`config.mk`:
```
export PLATFORM = sky130hd
export DESIGN_NAME = vt151_rr_sched_flat
export DESIGN_NICKNAME = d
export VERILOG_FILES = /design/src/rtl/vt151_sched_pkg.sv /design/src/rtl/vt151_rr_sched_if.sv /design/src/rtl/rr_pick8.sv /design/src/rtl/vt151_rr_sched.sv /design/src/flat_wrapper.sv
export SDC_FILE = /design/constraint.sdc
export NUM_CORES = 1
export LEC_CHECK = 0
export ABC_AREA = 1
export BUFFER_PORTS_ARGS = -buffer_cell sky130_fd_sc_hd__buf_2
export CELL_PAD_IN_SITES_DETAIL_PLACEMENT = 2
export CELL_PAD_IN_SITES_GLOBAL_PLACEMENT = 2
export CORE_MARGIN = 2
export CORE_UTILIZATION = 29
export DETAILED_ROUTE_END_ITERATION = 16
export GPL_TIMING_DRIVEN = 0
export HOLD_SLACK_MARGIN = 0.06
export PLACE_DENSITY = 0.82
export SETUP_SLACK_MARGIN = 0.2
export SLEW_MARGIN = 20
export SYNTH_ARGS = -nofsm -noshare
export SYNTH_HDL_FRONTEND = slang
export SYNTH_HIERARCHICAL = 1
export SYNTH_SLANG_ARGS = --single-unit
```
`constraint.sdc`:
```
create_clock -name clk -period 2.8 [get_ports clk]
set_clock_uncertainty 0.05 [all_clocks]
set_input_delay 0.14 -clock clk [delete_from_list [all_inputs] [get_ports clk]]
set_output_delay 0.14 -clock clk [all_outputs]
set_load 0.01 [all_outputs]
```
`src/rtl/vt151_sched_pkg.sv`:
```
// Shared types and helpers for the 8-way shared-mux scheduler and its arbiters.
package vt151_sched_pkg;

  localparam int NREQ  = 8;
  localparam int SEL_W = 3;

  typedef enum logic [1:0] {
    IDLE  = 2'd0,
    GRANT = 2'd1,
    GAP   = 2'd2
  } sched_state_e;

  function automatic logic [NREQ-1:0] onehot3to8(input logic [SEL_W-1:0] sel);
    logic [NREQ-1:0] oh;
    oh      = '0;
    oh[sel] = 1'b1;
    return oh;
  endfunction

endpackage

```
`src/rtl/vt151_rr_sched_if.sv`:
```
// Requester/mux-control bundle between the scheduler (master) and its clients (slave).
interface vt151_rr_sched_if;

  logic [vt151_sched_pkg::NREQ-1:0]  req;
  logic [vt151_sched_pkg::NREQ-1:0]  gnt;
  logic                              mux_e_n;
  logic [vt151_sched_pkg::SEL_W-1:0] mux_s;
  logic [vt151_sched_pkg::SEL_W-1:0] owner;
  logic                              busy;
  logic                              preempt;

  modport master (
    input  req,
    output gnt, mux_e_n, mux_s, owner, busy, preempt
  );

  modport slave (
    output req,
    input  gnt, mux_e_n, mux_s, owner, busy, preempt
  );

endinterface

```
`src/rtl/rr_pick8.sv`:
```
// Combinational round-robin pick: first set req bit at or after ptr, wrapping mod 8.
module rr_pick8
  import vt151_sched_pkg::*;
(
  input  logic [NREQ-1:0]  req,
  input  logic [SEL_W-1:0] ptr,
  output logic             vld,
  output logic [SEL_W-1:0] idx
);

  logic [2*NREQ-1:0] dbl;
  logic [NREQ-1:0]   rot;
  logic [SEL_W-1:0]  off;
  logic [SEL_W:0]    ptr_x;

  always_comb begin
    ptr_x = {1'b0, ptr};
    dbl   = {req, req};
    // rot[0] is the requester at ptr, so the lowest set bit is the winner
    rot   = dbl[ptr_x +: NREQ];
    off   = '0;
    for (int i = NREQ - 1; i >= 0; i--) begin
      if (rot[i]) off = SEL_W'(i);
    end
    vld = |req;
    idx = ptr + off;
  end

endmodule

```
`src/rtl/vt151_rr_sched.sv`:
```
// Round-robin owner scheduler for a shared 74LS151-style mux; grant registered one edge after req sampled.
// Break-before-make: one IDLE cycle plus GAP_CYC disabled cycles between owners; optional hold timeout.
module vt151_rr_sched
  import vt151_sched_pkg::*;
#(
  parameter int HOLD_MAX = 16,
  parameter int GAP_CYC  = 1
) (
  input  logic             clk,
  input  logic             rst_n,
  vt151_rr_sched_if.master bus
);

  localparam int HOLD_W = (HOLD_MAX > 0) ? $clog2(HOLD_MAX + 1) : 1;
  localparam int GAP_W  = (GAP_CYC > 0) ? $clog2(GAP_CYC + 1) : 1;

  localparam logic [HOLD_W-1:0] HOLD_SAT  = HOLD_W'(HOLD_MAX);
  localparam logic [HOLD_W-1:0] HOLD_LAST = HOLD_W'(HOLD_MAX - 1);
  localparam logic [GAP_W-1:0]  GAP_LAST  = GAP_W'(GAP_CYC - 1);

  localparam logic [1:0] S_IDLE  = IDLE;
  localparam logic [1:0] S_GRANT = GRANT;
  localparam logic [1:0] S_GAP   = GAP;

  logic [1:0]        state;
  logic [SEL_W-1:0]  ptr;
  logic [SEL_W-1:0]  sel;
  logic [HOLD_W-1:0] hold_cnt;
  logic [GAP_W-1:0]  gap_cnt;
  logic [NREQ-1:0]   gnt;
  logic              mux_e_n;
  logic              busy;
  logic              preempt;

  logic              pick_vld;
  logic [SEL_W-1:0]  pick_idx;
  logic              owner_rel;
  logic              others_pend;
  logic              hold_tmo;

  rr_pick8 u_pick (
    .req (bus.req),
    .ptr (ptr),
    .vld (pick_vld),
    .idx (pick_idx)
  );

  always_comb begin
    owner_rel   = ~bus.req[sel];
    others_pend = |(bus.req & ~onehot3to8(sel));
    hold_tmo    = (HOLD_MAX > 0) && (hold_cnt == HOLD_LAST) && others_pend;
  end

  always_ff @(posedge clk or negedge rst_n) begin
    if (!rst_n) begin
      state    <= S_IDLE;
      ptr      <= '0;
      sel      <= '0;
      hold_cnt <= '0;
      gap_cnt  <= '0;
      gnt      <= '0;
      mux_e_n  <= 1'b1;
      busy     <= 1'b0;
      preempt  <= 1'b0;
    end else begin
      preempt <= 1'b0;
      case (state)
        S_IDLE: begin
          if (pick_vld) begin
            gnt      <= onehot3to8(pick_idx);
            sel      <= pick_idx;
            mux_e_n  <= 1'b0;
            busy     <= 1'b1;
            hold_cnt <= '0;
            state    <= S_GRANT;
          end
        end
        S_GRANT: begin
          if (hold_cnt != HOLD_SAT) hold_cnt <= hold_cnt + 1'b1;
          // a voluntary release wins over a coincident timeout
          if (owner_rel || hold_tmo) begin
            gnt     <= '0;
            mux_e_n <= 1'b1;
            busy    <= 1'b0;
            ptr     <= sel + 1'b1;
            preempt <= ~owner_rel;
            gap_cnt <= '0;
            if (GAP_CYC > 0) state <= S_GAP;
            else             state <= S_IDLE;
          end
        end
        S_GAP: begin
          if (gap_cnt == GAP_LAST) state <= S_IDLE;
          else                     gap_cnt <= gap_cnt + 1'b1;
        end
        default: state <= S_IDLE;
      endcase
    end
  end

  assign bus.gnt     = gnt;
  assign bus.mux_e_n = mux_e_n;
  assign bus.mux_s   = sel;
  assign bus.owner   = sel;
  assign bus.busy    = busy;
  assign bus.preempt = preempt;

endmodule

```
`src/flat_wrapper.sv`:
```
// flat-port wrapper written by rule: the top's interface ports become plain ports
module vt151_rr_sched_flat import vt151_sched_pkg::*;
#(
  parameter int HOLD_MAX = 16,
  parameter int GAP_CYC  = 1
)
  (clk, rst_n, bus_req, bus_gnt, bus_mux_e_n, bus_mux_s, bus_owner, bus_busy, bus_preempt);
  vt151_rr_sched_if bus_i ();
  input  logic clk;
  input  logic rst_n;
  input wire logic [$bits(bus_i.req)-1:0] bus_req;
  output wire logic [$bits(bus_i.gnt)-1:0] bus_gnt;
  output wire logic [$bits(bus_i.mux_e_n)-1:0] bus_mux_e_n;
  output wire logic [$bits(bus_i.mux_s)-1:0] bus_mux_s;
  output wire logic [$bits(bus_i.owner)-1:0] bus_owner;
  output wire logic [$bits(bus_i.busy)-1:0] bus_busy;
  output wire logic [$bits(bus_i.preempt)-1:0] bus_preempt;
  assign bus_i.req = bus_req;
  assign bus_gnt = bus_i.gnt;
  assign bus_mux_e_n = bus_i.mux_e_n;
  assign bus_mux_s = bus_i.mux_s;
  assign bus_owner = bus_i.owner;
  assign bus_busy = bus_i.busy;
  assign bus_preempt = bus_i.preempt;
  vt151_rr_sched #(.HOLD_MAX(HOLD_MAX), .GAP_CYC(GAP_CYC)) u_core (.clk(clk), .rst_n(rst_n), .bus(bus_i));
endmodule
```
# Word level (Yosys, flattened, before mapping)
# Cells that the tools add are included.
[classes]
n_addsub = 4
order_cmp = 4
n_eq_ne = 8
n_shift = 1
mux = 34
bitwise = 3
reduce_logical = 15
[op_table]
columns = ["cell", "count"]
rows = [
  ["$mux 3", 8],
  ["$mux 8", 2],
  ["$pmux 8 s2", 1],
  ["$reduce_or 8->1", 2],
  ["$shiftx 16x4->8", 1],
  ["$mux 1", 10],
  ["$mux 5", 2],
  ["$pmux 5 s2", 1],
  ["$reduce_and 3->1", 3],
  ["$and 8x8->8", 1],
  ["$lt 3x4->1 const B", 2],
  ["$not 8->8", 1],
  ["$demux 1 s3", 2],
  ["$ge 3x1->1 const B", 2],
  ["$mux 2", 3],
  ["$ne 2x1->1 const B", 3],
  ["$pmux 1 s2", 3],
  ["$pmux 2 s3", 1],
  ["$reduce_and 2->1", 3],
  ["$add 5x1->5 const B", 1],
  ["$eq 5x4->1 const B", 1],
  ["$ne 5x5->1 const B", 1],
  ["$reduce_bool 2->1", 2],
  ["$add 3x1->3 const B", 1],
  ["10 further kinds", 12],
]
[word_totals]
register_bits = 25
out_inout_bits = 17

# Logic depth before layout (Yosys ltp)
# Gate-level depths: netlist of the first run.
[logic_depth]
depth_word = 16
mapped_depth = 25
depth_no_buf = 24

# By module
# The synthesis of the first run kept the hierarchy.
[by_module_without_submodules]
columns = ["module", "n_inst", "cells_per_inst", "area_each_um2", "seq_area_each_um2"]
rows = [
  ["vt151_rr_sched", 1, 169, 1368.8, 601.8],
  ["rr_pick8", 1, 98, 531.8, 0.0],
]

# Worst setup path before layout of the first run
# OpenSTA, ideal clock, no wires.
[synth_timing]
path_kind = "register -> register"
start = "register u_core.ptr[0]"
end = "register u_core.gnt[2], in the netlist u_core/bus.gnt[2]"
setup_ps = 65
t_arrival_ps = 2574
required_ps = 2685
path_slack_ps = 111
stages_incl_launch_ff = 25
path_buffers = 1
cell_sequence = "dfrtp_1 buf_6 inv_8 nand2_2 nand3_1 nand3_1 nand2_1 nand2_1 nand2_1 nand2_1 nand2_1 nand2_1 a21oi_1 ha_1 inv_1 fa_1 xor2_1 nand3b_1 nand2_1 inv_1 inv_1 nand2_1 nor3_1 nand2_1 nand2_1"
[synth_via]
elab_chain_len = 16
[synth_rtl]
columns = ["item", "line_no", "rtl"]
rows = [
  ["start: declaration", "vt151_rr_sched.sv:26", "logic [SEL_W-1:0] ptr;"],
  ["start signal: assignment", "vt151_rr_sched.sv:85", "ptr <= sel + 1'b1;"],
  ["$shiftx 16x4->8", "rr_pick8.sv:20", "rot = dbl[ptr_x +: NREQ];"],
  ["$mux 3 (8 in series)", "rr_pick8.sv:23", "if (rot[i]) off = SEL_W'(i);"],
  ["$add 3x3->3 *", "rr_pick8.sv:26", "idx = ptr + off;"],
  ["named net u_core.pick_idx[2]", "vt151_rr_sched.sv:36", "logic [SEL_W-1:0] pick_idx;"],
  ["$lt 3x4->1 (not written as such) or $ge 3x1->1 (tied branches)", "vt151_sched_pkg.sv:16", "oh[sel] = 1'b1;"],
  ["$logic_and 1x1->1 (not written as such)", "vt151_sched_pkg.sv:16", ""],
  ["$mux 1 (not written as such)", "vt151_sched_pkg.sv:16", ""],
  ["$demux 1 s3 *", "n/a", ""],
  ["$mux 8 *", "vt151_rr_sched.sv:69", "if (pick_vld) begin"],
  ["$pmux 8 s2 *", "vt151_rr_sched.sv:67", "case (state)"],
  ["end signal: assignment", "vt151_rr_sched.sv:70", "gnt <= onehot3to8(pick_idx);"],
  ["end: declaration", "vt151_rr_sched.sv:30", "logic [NREQ-1:0] gnt;"],
]
# The timed path passes the listed nets; every way through them passes the cells marked *. The select of a mux whose other input is x is not followed.
# A chain may end at the register's enable or synchronous reset.

# Worst setup path after layout of the first run
[layout_timing]
start = "register u_core.ptr[0]"
end = "register u_core.gnt[3], in the netlist u_core/bus.gnt[3]"
# Same word-level chain as after synthesis.

==> results of run 1 <==
==> cell usage after synthesis, types with 4 or more instances <==
| cell type | instances |
|---|---|
| nand2_1 | 95 |
| nand3_1 | 29 |
| dfrtp_1 | 23 |
| inv_1 | 22 |
| nand2_2 | 13 |
| nor2_1 | 12 |
| nand3_2 | 10 |
| o21ai_0 | 9 |
| buf_6 | 6 |
| ha_1 | 5 |
| buf_4 | 4 |
| nor3_1 | 4 |
| nor4_1 | 4 |
==> per-layer routing <==
metal  global-route usage  vias to the layer above
met1                0.216                     1020
met3              0.00875                        4
met4               0.0346                        0
met5                    0                        -
li1                     -                      953
met2                0.362                       24
==> cells by family (layout without fill, tap and decap cells) <==
kind of cell    Yosys count  count (layout)  synth area share
buf+inv                  39              88             0.120
simple gates            178             178             0.457
flops                    24              24             0.317
fa+ha+maj                 6               6            0.0435
xor+xnor                  3               3            0.0138
compound gates           17              17            0.0494
==> worst max-delay path, stage by stage, from the launching register on <==
cell and delay [ns]:
dfrtp_1 0.43, buf_6 0.17, nand2_1 0.11, nand3_2 0.09, nand2_2 0.09, nand2_2 0.07, nand2_2 0.08, nand2_1 0.06
nand2_1 0.05, nand2_1 0.04, nand2_1 0.05, nand2_1 0.06, a21oi_2 0.14, ha_2 0.19, inv_2 0.04, fa_2 0.35
xor2_2 0.16, nand3b_1 0.16, nand2_1 0.09, inv_2 0.07, inv_4 0.09, nand2_4 0.06, nor3_2 0.15, nand2_1 0.07
nand2_1 0.07
==> power breakdown <==
part / total [W] / leakage [nW] / internal [W] / switching [W]
Clock: 0.000242 / 0.0288 / 0.000126 / 0.000116
Combinational: 0.00276 / 0.963 / 0.00106 / 0.00170
Sequential: 0.000582 / 0.311 / 0.000477 / 0.000105
Total: 0.00358 / 1.30 / 0.00166 / 0.00192
==> cells in the final DEF, fill, tap and decap left out, types with 4 or more instances in the layout <==
cell type	n
buf_2	28
inv_2	5
nand2_2	19
nand2_1	82
nand2_4	8
nor3_2	4
inv_1	16
o21ai_0	7
ha_1	4
clkbuf_8	4
buf_6	8
buf_4	18
nand3_1	18
nor2_1	11
nand3_2	20
dfrtp_1	23
==> flip-flops by register name (all words and copies together) (netlist names) <==
name,count
u_core/bus.gnt,8
u_core/hold_cnt,5
u_core/bus.mux_s,3
u_core/ptr,3
u_core/state,2
u_core/bus.busy,1
u_core/bus.mux_e_n,1
u_core/bus.preempt,1
==> cell type report <==
cell class | instances | area (um2)
buffer | 12 | 120
fill | 749 | 3790
clock buffer | 4 | 55.1
multi-input combinational | 204 | 1270
sequential | 24 | 602
tap | 77 | 96.3
inverter | 27 | 138
timing repair buffer | 45 | 274
==> stage by stage <==
step           TNS, ns  cells   util  worst slack, ns  total power [W]
2_1_floorplan        0    267      -            0.136          0.00200
3_3_place_gp    -0.771    370  0.337           -0.221          0.00243
3_5_place_dp     -1.90    370  0.337           -0.378          0.00253
4_1_cts          -1.47    385  0.385           -0.226          0.00330
5_1_grt          -3.82    393  0.403           -0.471          0.00391
6_report         -1.68    393  0.403           -0.230          0.00358
==> timing repair <==
item,4_1_cts,5_1_grt
endpoints found under the setup margin,10,10
buffers inserted,8,8
gates cloned,2,0
pin swaps,7,8
endpoints found under the hold margin,23,0
hold buffers,1,0
resized for setup,42,16
==> path summary, 6_finish.rpt <==
kind / from / endpoint / slack [ns] / cells after the start
max: u_core/ptr[0] / u_core/bus.gnt[3] / -0.23 / 24
min reg2reg: u_core/bus.busy / u_core/bus.busy / 0.43 / 2
max in group asynchronous: rst_n / u_core/hold_cnt[0] / 1.96 / 2
min in group clk: bus_req[3] / u_core/bus.preempt / 0.35 / 5
min: rst_n / u_core/bus.gnt[4] / 0.34 / 2
max reg2reg: u_core/ptr[0] / u_core/bus.gnt[3] / -0.23 / 24
==> flow_summary.json, run 1 <==
{
  "max_freq_mhz": 330,
  "fp.dieW_um": 85.0,
  "endpoint_kind": "flop",
  "syn2layout_area_growth_pct": 34.6,
  "slew_headroom": 0.584,
  "firstDrtPassIters": 4,
  "routed_wl_mm": 6.64,
  "netlist_instances": 267,
  "ios": 27,
  "postSynthAreaPerCell_um2": 7.12,
  "gp_congestion": 0.749,
  "coreArea_um2": 6350,
  "clock_sinks": 24,
  "drt_iter0_markers": 47,
  "ys_types": 32,
  "power.density_nw_per_um2": 1400,
  "synth_area_um2": 1900,
  "final_cell_area_um2": 2560,
  "cts_max_path_buffers": 2,
  "portBuffers": 26,
  "worstPathMaxFanout": 5,
  "p_leak_nw": 1.30,
  "grt_pass1_vias": 2206,
  "viasPerCell": 5.09,
  "die_area_um2": 7220,
  "grt_pass1_wl_mm": 10.8,
  "seq_area_frac_synth": 0.317,
  "grt.overflow.total": 0,
  "wl_met3_um": 114,
  "syn_nets": 283,
  "cts_buffers": 3,
  "setup_viol_count_final": 9,
  "cts_htree_levels": 1,
  "root_buffer": "clkbuf_8",
  "synthArstFlopShare": 1.00,
  "setup_ws_ns": -0.230,
  "whs_ns": 0.340,
  "path_class": "reg -> reg",
  "hp-class": "in -> async",
  "synth.area.top_cells": "dfrtp_1, nand2_1, nand3_1, nand3_2, inv_1",
  "placementRows": 29,
  "yosys.area.top_type": "dfrtp_1",
  "wl_per_cell_um": 16.9,
  "fin_nets": 333,
  "path_clk_slew_ns": 0.10,
  "postRouteAntennaNets": 0,
  "routed-wl-met2_mm": 3.69,
  "antenna_found_initial": 0,
  "grt_max_degree": 25,
  "violations": "setup timing",
  "synth_edf_count": 0,
  "drive_gt1_frac": 0.430,
  "hpwl_mm": 4.52,
  "critPathLaunchType": "flop",
  "netlist.area_leader.share": 0.303,
  "ys_warn_count": 6,
  "ir_worst_vdd_v": 0.000541,
  "crit_required_ns": 2.96,
  "cts_tree": "built",
  "start_util": 0.299,
  "n_antenna_cell": 0,
  "clk_latency_ns": 0.27,
  "via_count": 2001,
  "yosys_register_bits": 24,
  "rsz0062_at_grt": "true",
  "drv_slew": 0,
  "fp.dieH_um": 85.0,
  "drt-met1-wl_mm": 2.80,
  "worst_slew_pin_slew_ns": 0.624,
  "crit_arrival_ns": 3.19,
  "routed.top_layer": "met4",
  "outcome": "complete, but fails checks",
  "grt_util_all_layers": 0.182,
  "drc_errors": 0,
  "hold_violations": 0,
  "fin_crit_ns": 3.03,
  "fin_crit_sh": 1.08,
  "dpl_cell_area_um2": 2140,
  "synth_top_flop_cell": "dfrtp_1",
  "cap_viol_max_count": 0
}
Power figures use the tool's default switching activity.
==> inputs of run 2 (changes only) <==
--- a/config.mk
+++ b/config.mk
@@ -7,14 +7,16 @@
 export LEC_CHECK = 0
 export ABC_AREA = 1
 export BUFFER_PORTS_ARGS = -buffer_cell sky130_fd_sc_hd__buf_2
+export CAP_MARGIN = 20
 export CELL_PAD_IN_SITES_DETAIL_PLACEMENT = 2
 export CELL_PAD_IN_SITES_GLOBAL_PLACEMENT = 2
 export CORE_MARGIN = 2
-export CORE_UTILIZATION = 29
+export CORE_UTILIZATION = 30
+export CTS_BUF_LIST = sky130_fd_sc_hd__clkbuf_4 sky130_fd_sc_hd__clkbuf_8
 export DETAILED_ROUTE_END_ITERATION = 16
 export GPL_TIMING_DRIVEN = 0
 export HOLD_SLACK_MARGIN = 0.06
-export PLACE_DENSITY = 0.82
+export PLACE_DENSITY = 0.84
 export SETUP_SLACK_MARGIN = 0.2
 export SLEW_MARGIN = 20
 export SYNTH_ARGS = -nofsm -noshare
==> run 2 against run 1 <==
The run still ends with setup timing left. Worst hold slack lost 0.066 ns. Count of clock-buffer cells in the layout is the same. Fmax shrank 2.5%. Clock power is essentially flat. Critical endpoint is now u_core/bus.gnt[6]. Highest routed layer unchanged.
==> flow_summary.json, run 2 (same netlist as run 1, synthesis figures left out) <==
{
  "outcome": "complete, but fails checks",
  "violations": "setup timing",
  "placementRows": 28,
  "pre_cts_slack_ns": -0.314,
  "n_antenna_cell": 0,
  "crit_required_ns": 2.96,
  "crit_arrival_ns": 3.27,
  "rr_worst_depth": 23,
  "regMostFlops": "u_core/bus.gnt",
  "fin_crit_sh": 1.11,
  "top_regs": "u_core/bus.gnt: 8 flops, u_core/hold_cnt: 5 flops",
  "coreArea_um2": 6030,
  "grt.overflow.total": 0,
  "cts_max_path_buffers": 2,
  "final_cell_area_um2": 2630,
  "cap_viol_max_count": 0,
  "root_buffer": "clkbuf_8",
  "clk_latency_ns": 0.27,
  "fp.dieW_um": 83.6,
  "hpwl_mm": 4.34,
  "die_area_um2": 6990,
  "cp_slowest_cell": "dfrtp_2",
  "path_class": "reg -> reg",
  "r2r_slack_ns": -0.31,
  "slowest_delay_ns": 0.45,
  "dpl_cell_area_um2": 2140,
  "wl_per_cell_um": 17.9,
  "grt_pass1_wl_mm": 11.0,
  "startpoint": "u_core/ptr[0]",
  "final_common_cell": "nand2_1",
  "cts_tree": "built",
  "crit_top_cell": "nand2_1",
  "fin_crit_ns": 3.11,
  "endpoint_kind": "flop",
  "drt_iter0_markers": 34,
  "gp_congestion": 0.735,
  "clock_sinks": 24,
  "p_total_w": 0.00396,
  "max_freq_mhz": 322,
  "cts_buffers": 3,
  "drv_slew": 0,
  "routed_wl_mm": 7.07,
  "drive_gt1_frac": 0.464,
  "grt_util_all_layers": 0.192,
  "fp.dieH_um": 83.6,
  "p_leak_nw": 1.35,
  "final_cell_mix": "nand2_1, buf_2, nand2_2, dfrtp_1, buf_4",
  "slew_headroom": 0.545,
  "setup_ws_ns": -0.309,
  "r2r-end": "u_core/bus.gnt[6]",
  "ios": 27,
  "via_count": 1992,
  "drc_errors": 0,
  "path_cells": "buf_8 > inv_12 > nand2_4 > nand3_4 > nand3_2 > nand2_2 > nand2_1 > nand2_1 > nand2_1 > nand2_1 > nand2_1 > a21oi_2 > ha_2 > inv_2 > fa_2 > xor2_2 > nand3b_1 > nand2_1 > inv_2 > inv_4 > nor4_2 > nand2_1 > nand2_1",
  "antenna_found_initial": 0,
  "syn2layout_area_growth_pct": 38.5,
  "worst_slew_pin_slew_ns": 0.682,
  "worstPathMaxFanout": 8,
  "firstDrtPassIters": 4,
  "path_clk_slew_ns": 0.09,
  "hold_violations": 0,
  "postRouteAntennaNets": 0,
  "grt_max_degree": 25,
  "cts_htree_levels": 1,
  "fin_nets": 338,
  "rsz0062_at_grt": "true",
  "start_util": 0.315,
  "worstSetupEndpoint": "u_core/bus.gnt[6]",
  "largest_register_ffs": 8,
  "viasPerCell": 5.03,
  "portBuffers": 26,
  "setup_viol_count_final": 10,
  "hp-class": "in -> reg",
  "rr_startpoint": "u_core/ptr[0]",
  "power.density_nw_per_um2": 1500,
  "ir_worst_vdd_v": 0.000545,
  "nFillCells": 733,
  "critPathLaunchType": "flop",
  "grt_pass1_vias": 2224
}
-- run 2: worst max-delay path: cells and delay by family, from the launching register on --
family          cells  cell delay (ns)
buf+inv             5             0.46
simple gates       14             1.28
fa+ha+maj           2             0.52
xor+xnor            1             0.15
compound gates      1             0.12
flops               1             0.45
-- run 2: per-stage QoR --
stage	hold WS (ns)	std cells	util	TNS [ns]
after global routing	0.319	396	0.437	-3.85
final	0.274	396	0.437	-1.88
after CTS	0.287	390	0.411	-0.892
after global placement	0.107	368	0.355	-0.638
after detailed placement	0.115	368	0.355	-1.71
after floorplan	-0.206	267	-	0
-- run 2: area by class of cell --
cell class	instances	area (um2)	share of cell area
Clock buffer	4	55.1	0.0209
Sequential cell	24	603	0.229
Timing Repair Buffer	50	325	0.124
Buffer	12	124	0.0471
Multi-Input combinational cell	204	1300	0.493
Tap cell	75	93.8	0.0356
Inverter	27	133	0.0504
-- run 2: worst min-delay path by stage --
stage               slack [ns]  startpoint                 end  cells past startpoint
floorplan                -0.21       rst_n     u_core/bus.busy                      0
global placement          0.11       rst_n     u_core/bus.busy                      1
detailed placement        0.12       rst_n     u_core/bus.busy                      1
CTS                       0.29  bus_req[3]  u_core/bus.preempt                      5
global route              0.32  bus_req[3]  u_core/bus.preempt                      5
finish                    0.27  bus_req[3]  u_core/bus.preempt                      5
-- run 2: routing by layer --
metal / vias to the layer above / GRT usage / share of wire
met5: - / 0 / 0
met4: 0 / 0.0293 / 0.014
met3: 8 / 0.0119 / 0.015
met2: 29 / 0.370 / 0.55
met1: 997 / 0.236 / 0.42
li1: 958 / - / -
-- run 2: power by group --
group          total (W)  leakage [nW]  internal (W)  switching, W
clock network   0.000244        0.0288      0.000126      0.000119
registers       0.000585         0.309      0.000478      0.000107
logic            0.00313          1.01       0.00127       0.00187
total            0.00396          1.35       0.00187       0.00209
-- run 2: timing repair --
action | CTS | global route
setup endpoints to repair | 10 | 10
setup buffers | 16 | 6
pin swaps | 15 | 6
gates cloned | 1 | 0
hold endpoints to repair | 23 | 0
gates resized for setup | 41 | 29
hold buffers | 1 | 0
==> inputs of run 3 (changes only) <==
--- a/config.mk
+++ b/config.mk
@@ -14,7 +14,6 @@
 export CORE_UTILIZATION = 30
 export CTS_BUF_LIST = sky130_fd_sc_hd__clkbuf_4 sky130_fd_sc_hd__clkbuf_8
 export DETAILED_ROUTE_END_ITERATION = 16
-export GPL_TIMING_DRIVEN = 0
 export HOLD_SLACK_MARGIN = 0.06
 export PLACE_DENSITY = 0.84
 export SETUP_SLACK_MARGIN = 0.2
==> run 3 against run 2 <==
Global-route usage is 1.0 points lower. Critical path depth is 2 lower. Register-to-register slack better by 0.12 ns. Via count is 3.9% lower. The flow still finishes with violations (setup timing). Flip-flop and latch count stayed put. Largest cell class unchanged. Die area stayed put. Worst setup slack better by 0.12 ns. Total power is 16% lower. Routed wire length is 12% lower. Clock power is 2% lower. First-iteration DRC count is 47% higher. Count of clock-buffer cells in the layout stayed put.
==> flow_summary.json, run 3 (same netlist as run 1, synthesis figures left out) <==
{
  "outcome": "complete, but fails checks",
  "violations": "setup timing",
  "coreArea_um2": 6030,
  "instances_no_fill": 381,
  "hold_violations": 0,
  "pre_cts_slack_ns": -0.321,
  "crit_arrival_ns": 3.10,
  "grt_pass1_vias": 2110,
  "postRouteAntennaNets": 0,
  "regMostFlops": "u_core/bus.gnt",
  "portBuffers": 26,
  "rsz0062_at_grt": "true",
  "placementRows": 28,
  "path_class": "reg -> reg",
  "hp-class": "in -> reg",
  "wl_per_cell_um": 16.4,
  "path_depth": 21,
  "worst-path-buf-inv": 5,
  "drt_iter0_markers": 50,
  "dpl_cell_area_um2": 2110,
  "fp.dieW_um": 83.6,
  "final_cell_mix": "nand2_1, buf_2, nand2_2, dfrtp_1, nand3_1",
  "die_area_um2": 6990,
  "max_freq_mhz": 335,
  "setup_ws_ns": -0.186,
  "grt_util_all_layers": 0.181,
  "crit_top_cell": "nand2_1",
  "final_common_cell": "nand2_1",
  "dpl.cell_count": 368,
  "slowest_delay_ns": 0.43,
  "drive_gt1_frac": 0.418,
  "grt_max_degree": 25,
  "ios": 27,
  "root_buffer": "clkbuf_8",
  "fin_nets": 323,
  "hpwl_mm": 4.45,
  "grt.overflow.total": 0,
  "cts_htree_levels": 1,
  "path_clk_slew_ns": 0.08,
  "routed_wl_mm": 6.26,
  "grt_use_met3": 0.0158,
  "fp.dieH_um": 83.6,
  "grt_use_met1": 0.220,
  "gp_congestion": 0.789,
  "busiest_layer": "met2",
  "p_leak_nw": 1.25,
  "drv_slew": 0,
  "clock_sinks": 24,
  "start_util": 0.315,
  "ir_worst_vdd_v": 0.000545,
  "firstDrtPassIters": 4,
  "path_cells": "buf_12 > nand2_2 > nand3_1 > nand2_1 > nand2_1 > nand2_1 > nand2_1 > nand2_1 > nand2_2 > a21oi_2 > ha_2 > inv_1 > fa_2 > xor2_1 > nand3b_1 > nand2_1 > inv_2 > buf_4 > buf_4 > nand4_1 > nand2_1",
  "top_regs": "u_core/bus.gnt: 8 flops, u_core/hold_cnt: 5 flops",
  "crit_family": "simple AND/OR/NAND/NOR gates",
  "fin_crit_ns": 2.99,
  "syn2layout_area_growth_pct": 28.0,
  "drc_errors": 0,
  "largest_register_ffs": 8,
  "p_total_w": 0.00331,
  "viasPerCell": 5.03,
  "crit_required_ns": 2.91,
  "timing.setup.tns_ns": -0.956,
  "worstPathMaxFanout": 5,
  "cap_viol_max_count": 0,
  "clk_latency_ns": 0.27,
  "power.density_nw_per_um2": 1360,
  "cts_max_path_buffers": 2,
  "cts_buffers": 3,
  "grt_use_met2": 0.348,
  "hold_depth": 5,
  "slew_headroom": 0.573,
  "final_cell_area_um2": 2430,
  "cp_slowest_cell": "dfrtp_2",
  "cts_tree": "built",
  "critPathLaunchType": "flop",
  "rr_worst_depth": 21,
  "n_antenna_cell": 0,
  "antenna_found_initial": 0,
  "setup_viol_count_final": 8,
  "grt_pass1_wl_mm": 10.5,
  "fin_crit_sh": 1.07,
  "via_count": 1915,
  "endpoint_kind": "flop",
  "worst_slew_pin_slew_ns": 0.641,
  "nFillCells": 721
}
## run 3: cell count changes in the layout (fill, tap and decap cells not counted), sizes merged
cell      previous run  this run
buf                 60        45
clkinvlp             1         0
inv                 26        27
## run 3: worst paths after layout
check / to / from / slack, ns
worst max register to register: u_core/bus.gnt[7] / u_core/ptr[0] / -0.19
worst min register to register: u_core/bus.mux_e_n / u_core/bus.mux_e_n / 0.42
min in group asynchronous: u_core/bus.gnt[6] / rst_n / 0.34
worst max-delay path: u_core/bus.gnt[7] / u_core/ptr[0] / -0.19
worst min-delay path: u_core/bus.preempt / bus_req[6] / 0.28
max in group asynchronous: u_core/ptr[0] / rst_n / 1.97
## run 3: final cells by class
class | instances | area (um2) | share of cell area
well taps | 75 | 93.8 | 0.0386
multi-input cells | 204 | 1250 | 0.515
inverters | 27 | 123 | 0.0504
repair buffers | 47 | 303 | 0.124
clock buffers | 4 | 55.1 | 0.0226
flip-flops and latches | 24 | 604 | 0.248
## run 3: metrics by stage
stage | util | hold slack (ns)
after floorplan | - | -0.206
after global placement | 0.351 | 0.103
after detailed placement | 0.351 | 0.112
after CTS | 0.392 | 0.271
after global routing | 0.404 | 0.298
final | 0.404 | 0.282
## run 3: what timing repair did
item / CTS / global route
buffers inserted: 6 / 2
hold endpoints to repair: 23 / 0
setup endpoints to repair: 10 / 10
pin swaps: 6 / 12
hold buffers: 1 / 0
gates resized for setup: 34 / 17
## run 3: layer usage
metal | routed length (um) | vias up
met1 | 2720 | 962
li1 | - | 928
met5 | 0 | -
met4 | 36 | 0
met3 | 114 | 4
met2 | 3380 | 21
## run 3: worst min-delay path, stage by stage
cell,delay [ns]
buf_2,0.14
nor2_1,0.11
nor2_1,0.06
nand2_1,0.07
nor4_1,0.06
## run 3: where the power goes
part	internal, W	total, W	switching (W)
sequential	0.000478	0.000655	0.000177
combinational	0.000917	0.00242	0.00150
clock	0.000126	0.000238	0.000112
total	0.00152	0.00331	0.00179
